File: config.mk
export PLATFORM = sky130hd
export DESIGN_NAME = bin2bcd_seq_flat
export DESIGN_NICKNAME = d
export VERILOG_FILES = /design/src/rtl/bin2bcd_pkg.sv /design/src/rtl/bin2bcd_if.sv /design/src/rtl/bin2bcd_add3.sv /design/src/rtl/bin2bcd_seq.sv /design/src/flat_wrapper.sv
export SDC_FILE = /design/constraint.sdc
export NUM_CORES = 1
export LEC_CHECK = 0
export ABC_AREA = 1
export CORE_AREA = 2 2 125 127
export DETAILED_ROUTE_END_ITERATION = 16
export DIE_AREA = 0 0 127 129
export SETUP_SLACK_MARGIN = 0.5
export SYNTH_ARGS = -nofsm -noshare
export SYNTH_HDL_FRONTEND = slang
export SYNTH_SLANG_ARGS = --single-unit
File: constraint.sdc
create_clock -name clk -period 1.9 [get_ports clk]
set_input_delay 0.38 -clock clk [delete_from_list [all_inputs] [get_ports clk]]
set_output_delay 0.38 -clock clk [all_outputs]
set_load 0.005 [all_outputs]
File: src/rtl/bin2bcd_pkg.sv
// bin2bcd_pkg: shared state encoding, digit width and decimal range helper for bin2bcd_seq
package bin2bcd_pkg;
  localparam int DIGIT_W = 4;
  typedef enum logic [1:0] {IDLE, SHIFT, DONE} state_t;
  function automatic logic [63:0] pow10_minus1(input int n);
    logic [63:0] p;
    p = 64'd1;
    for (int i = 0; i < n; i++) p = p * 64'd10;
    return p - 64'd1;
  endfunction
endpackage

File: src/rtl/bin2bcd_if.sv
// bin2bcd_if: binary request handshake plus BCD result bus between a producer and bin2bcd_seq
interface bin2bcd_if import bin2bcd_pkg::*; #(parameter int DATA_W = 27, parameter int SEG_NUM = 8);
  logic [DATA_W-1:0] bin_in;
  logic bin_vld;
  logic bin_rdy;
  logic [SEG_NUM*DIGIT_W-1:0] dout;
  logic [SEG_NUM-1:0] dout_vld;
  logic ovf;
  modport master(output bin_in, bin_vld, input bin_rdy, dout, dout_vld, ovf);
  modport slave(input bin_in, bin_vld, output bin_rdy, dout, dout_vld, ovf);
endinterface

File: src/rtl/bin2bcd_add3.sv
// bin2bcd_add3: double-dabble nibble correction, adds 3 to any digit of 5 or more
module bin2bcd_add3 import bin2bcd_pkg::*; (
  input  logic [DIGIT_W-1:0] d,
  output logic [DIGIT_W-1:0] q
);
  assign q = d >= DIGIT_W'(5) ? d + DIGIT_W'(3) : d;
endmodule

File: src/rtl/bin2bcd_seq.sv
// bin2bcd_seq: one-bit-per-cycle binary to BCD converter with saturation and per-digit change mask
module bin2bcd_seq import bin2bcd_pkg::*; #(
  parameter int DATA_W  = 27,
  parameter int SEG_NUM = 8
) (
  input logic      clk,
  input logic      rst_n,
  bin2bcd_if.slave bus
);
  localparam int BCD_W = SEG_NUM * DIGIT_W;
  localparam int CNT_W = $clog2(DATA_W);
  localparam logic [63:0] MAX = pow10_minus1(SEG_NUM);
  state_t state, state_nxt;
  logic [DATA_W-1:0] bin_q;
  logic [BCD_W-1:0] bcd_q, bcd_adj, result, dout_q;
  logic [CNT_W-1:0] cnt;
  logic ovf_pend, first_result, ovf_q, accept, last;
  logic [SEG_NUM-1:0] vld_q, vld_nxt;
  for (genvar g = 0; g < SEG_NUM; g++) begin : g_add3
    bin2bcd_add3 u_add3 (.d(bcd_q[g*DIGIT_W +: DIGIT_W]), .q(bcd_adj[g*DIGIT_W +: DIGIT_W]));
  end
  assign accept = state == IDLE && bus.bin_vld;
  assign last   = cnt == CNT_W'(DATA_W - 1);
  assign result = ovf_pend ? {SEG_NUM{4'd9}} : bcd_q;
  always_comb begin
    state_nxt = state == IDLE  ? (bus.bin_vld ? SHIFT : IDLE) :
                state == SHIFT ? (last ? DONE : SHIFT) : IDLE;
    for (int i = 0; i < SEG_NUM; i++)
      vld_nxt[i] = first_result || result[i*DIGIT_W +: DIGIT_W] != dout_q[i*DIGIT_W +: DIGIT_W];
  end
  always_ff @(posedge clk or negedge rst_n) begin
    if (!rst_n) begin
      state        <= IDLE;
      bin_q        <= '0;
      bcd_q        <= '0;
      cnt          <= '0;
      ovf_pend     <= 1'b0;
      dout_q       <= '0;
      vld_q        <= '0;
      ovf_q        <= 1'b0;
      first_result <= 1'b1;
    end else begin
      state <= state_nxt;
      vld_q <= '0;
      if (accept) begin
        bin_q    <= bus.bin_in;
        bcd_q    <= '0;
        cnt      <= '0;
        ovf_pend <= 64'(bus.bin_in) > MAX;
      end else if (state == SHIFT) begin
        {bcd_q, bin_q} <= {bcd_adj[BCD_W-2:0], bin_q, 1'b0};
        cnt            <= cnt + CNT_W'(1);
      end else if (state == DONE) begin
        dout_q       <= result;
        ovf_q        <= ovf_pend;
        vld_q        <= vld_nxt;
        first_result <= 1'b0;
      end
    end
  end
  assign bus.bin_rdy  = state == IDLE;
  assign bus.dout     = dout_q;
  assign bus.dout_vld = vld_q;
  assign bus.ovf      = ovf_q;
endmodule

File: src/flat_wrapper.sv
// flat-port wrapper written by rule: the top's interface ports become plain ports
module bin2bcd_seq_flat import bin2bcd_pkg::*;
#(
  parameter int DATA_W  = 27,
  parameter int SEG_NUM = 8
)
  (clk, rst_n, bus_bin_in, bus_bin_vld, bus_bin_rdy, bus_dout, bus_dout_vld, bus_ovf);
  bin2bcd_if #(.DATA_W(DATA_W), .SEG_NUM(SEG_NUM)) bus_i ();
  input logic clk;
  input logic rst_n;
  input wire logic [$bits(bus_i.bin_in)-1:0] bus_bin_in;
  input wire logic [$bits(bus_i.bin_vld)-1:0] bus_bin_vld;
  output wire logic [$bits(bus_i.bin_rdy)-1:0] bus_bin_rdy;
  output wire logic [$bits(bus_i.dout)-1:0] bus_dout;
  output wire logic [$bits(bus_i.dout_vld)-1:0] bus_dout_vld;
  output wire logic [$bits(bus_i.ovf)-1:0] bus_ovf;
  assign bus_i.bin_in = bus_bin_in;
  assign bus_i.bin_vld = bus_bin_vld;
  assign bus_bin_rdy = bus_i.bin_rdy;
  assign bus_dout = bus_i.dout;
  assign bus_dout_vld = bus_i.dout_vld;
  assign bus_ovf = bus_i.ovf;
  bin2bcd_seq #(.DATA_W(DATA_W), .SEG_NUM(SEG_NUM)) u_core (.clk(clk), .rst_n(rst_n), .bus(bus_i));
endmodule
==> results.md <==
- The worst setup path is launched from a register.
- The number of buffers created by CTS is 9.
- The die area is 16400 um2.
- The maximum VDD drop is 0.511 mV.
- The fraction of final layout cells sized beyond drive strength 1 is 19.6%.
- The clock transition at the register clock pins on the worst setup and hold paths after CTS is 70 ps.
- Dividing the synthesized area by the synthesized cell count gives 8.35 um2.
- The total routed wirelength is 13.7 mm.
- The maximum root-to-sink buffer count is 2.
- The number of buffer cells added on primary ports is 71.
- The data arrival time of the critical path is 1040 ps.
- The core footprint is 15000 um2.
- Detailed placement ended at an HPWL of 9.20 mm.
- The number of instances in the synthesized netlist is 695.
- The cell area after placement is 6630 um2.
- The actual slew at the worst max-slew pin is 374 ps.
- The final layout contains 866 nets.
- The synthesized net count is 743.
- Routability-driven placement finished with a final weighted congestion of 0.821.
- Across all layers, the routed design uses 4982 vias.
- After global routing the overflow that remains totals 0.
- The total leakage power is 3.62 nW.
- The critical path start-end classification is reg2out.
- The summed area of non-filler cells in the final layout is 7500 um2.
- In this run, the number of DRC markers left after iteration 0 of detailed routing was 291.
- The worst setup margin is 478 ps.
- The final period utilization is 74.9%.
- Clock tree synthesis found a total of 109 sinks.
- The wire length of the first global-routing pass is 23.3 mm.
- The H-tree was split into 3 levels.
- The number of antenna violations at the first check in global routing was 0.
- In the final routed layout, each cell accounts on average for 13.5 um.
- The number of failing setup endpoints in the final timing report is 0.
- The first TritonRoute pass finished after 4 iterations.
- After synthesis the cells add up to 5800 um2.
- The number of global-route vias before repair is 4952.
- The global-route usage over all layers is 17.2%.
- The count of max-cap constraint violations is 0.
- In the routed layout, each cell is associated on average with a via count of 4.93.
- After synthesis, the cell types taking the most area are sky130_fd_sc_hd__dfrtp_1 (47%), sky130_fd_sc_hd__nand2_1 (9.5%), sky130_fd_sc_hd__inv_1 (6.1%).
- The normalized max-slew margin is 75.0%.
- The number of nets with antenna violations after routing is 0.
- The final period demand of the worst path is 1420 ps.
- The number of different library cells in the post-synthesis netlist is 33.
- The number of antenna diodes in the final layout is 0.
- Compared with the post-synthesis result, the final layout area differs by 29.3%.
- TritonCTS built the clock tree.
- The number of top-level pins is 72.
- The flow ran to the end, and the final reports show no timing, DRC or antenna violations.
- The largest net degree at the start of global routing is 54.
- The setup total negative slack is 0 ps.
- For this run, the register share of the synthesized area comes to 47.0%.
- Static timing analysis puts the maximum clock frequency at 703 MHz.
- In this run the power density over the cells is 1520 nW/um2.
- During synthesis, Yosys emitted a total of 0 warnings.
- The placement-stage worst setup slack is 238 ps.
- The largest fanout on the critical path is 2.
- The top cell type's share of synthesized area is 46.6%.
- The final total power is 11.4 mW.
- The cell taking the most area after synthesis is sky130_fd_sc_hd__dfrtp_1.
- For this run, design rule violations remaining after detail routing come to 0.
- The number of hold-slack violations in the final timing report is 0.
- The count of standard-cell rows is 45.
- The synthesized design contains 109 register bits.
- From bottom edge to top edge, the die measures 129 um.
- Setup repair after global routing could not meet its margin everywhere.
- The number of slew-limit violations in the final report is 0.
- The clock insertion delay at the later pin of the skew report is 350 ps.
- STA puts the critical path data required time at 1520 ps.
- The class of the most critical hold timing path is in2async.
- The initial utilization of the core area, before any placement, comes to 38.8%.
- STA classifies the critical path endpoint as a primary output.
- The die is 127 um wide.
- The tree is rooted in a sky130_fd_sc_hd__clkbuf_16.
- Across the routed clock network, the largest skew measured is 8.49 ps.
path summary, 6_finish.rpt:
check / from / end / slack, ps / cells past startpoint
max: u_core.state[1] / bus_bin_rdy / 480 / 2
min in group clk: u_core.bin_q[10] / u_core.bin_q[10] / 490 / 2
max reg2reg: u_core.state[0] / u_core.bcd_q[31] / 490 / 6
min: rst_n / u_core.bus.dout_vld[1] / 400 / 2
min reg2reg: u_core.bin_q[10] / u_core.bin_q[10] / 490 / 2
max in group asynchronous: rst_n / u_core.first_result / 940 / 3
cell families after synthesis:
kind of cell	synth area share, %
compound gates	18.3
simple gates	17.7
buf+inv	10.3
flops	47.0
xor+xnor	2.72
fa+ha+maj	3.88
synthesized netlist by cell type (all sizes together):
library cell	count
dfstp	1
xor2	13
ha	18
o21ai	105
o211ai	8
nand4	4
nand3	14
nor3	9
xnor2	5
buf	26
a22oi	1
nand2	151
o221ai	16
a21oi	35
dfrtp	108
or2	6
o22ai	10
nor2	65
inv	99
clkbuf	1
per-layer routing:
metal / GRT usage [%] / share of wire (%) / wire length [um]
met5: 0 / 0 / 0
met4: 6.08 / 1.5 / 203
met3: 2.66 / 4.0 / 548
met2: 27.4 / 45 / 6140
met1: 23.9 / 49 / 6760
report_power, final:
| group | switching (mW) | internal (mW) |
|---|---|---|
| Combinational | 3.31 | 2.58 |
| Sequential | 0.563 | 3.16 |
| Clock | 0.883 | 0.895 |
| Total | 4.75 | 6.63 |
cell type report:
cell class / count / area, um2
fillers: 1421 / 7470
flip-flops and latches: 109 / 2730
multi-input cells: 460 / 2620
repair buffers: 139 / 1260
inverters: 99 / 380
well taps: 188 / 235
clock buffers: 9 / 225
clock inverters: 7 / 51.3
stage by stage:
stage | util [%] | cells | hold slack, ps
2_1_floorplan | - | 695 | 84.4
3_3_place_gp | 44.3 | 937 | 229
3_5_place_dp | 44.3 | 937 | 229
4_1_cts | 48.1 | 989 | 400
5_1_grt | 50.1 | 1011 | 419
6_report | 50.1 | 1011 | 404
sequential cells by signal (all words and copies together) (netlist names):
register             flops
u_core.bus.dout_vld      8
u_core.cnt               5
u_core.state             2
u_core.bus.dout         32
u_core.bin_q            27
u_core.first_result      1
u_core.bcd_q            32
u_core.ovf_pend          1
u_core.bus.ovf           1
worst max-delay path, stage by stage, from the launching register on:
cell and delay [ps]:
sky130_fd_sc_hd__dfrtp_1 410, sky130_fd_sc_hd__nor2_4 160, sky130_fd_sc_hd__clkbuf_2 130
cells in the final DEF (no fill, tap or decap), types with 13 or more instances in the layout:
master,count
sky130_fd_sc_hd__a21oi_1,27
sky130_fd_sc_hd__buf_4,59
sky130_fd_sc_hd__clkdlybuf4s15_1,16
sky130_fd_sc_hd__clkdlybuf4s50_1,28
sky130_fd_sc_hd__dfrtp_1,106
sky130_fd_sc_hd__dlygate4sd2_1,25
sky130_fd_sc_hd__inv_1,84
sky130_fd_sc_hd__nand2_1,143
sky130_fd_sc_hd__nand3_1,13
sky130_fd_sc_hd__nor2_1,54
sky130_fd_sc_hd__o21ai_0,62
sky130_fd_sc_hd__o21ai_1,40
sky130_fd_sc_hd__xor2_1,13
what timing repair did:
action	CTS	global route
pin swaps	1	10
buffers inserted	35	22
hold buffers	1	0
resized for setup	64	68
setup endpoints to repair	78	96
hold endpoints to repair	9	0
Power figures use the tool's default switching activity.
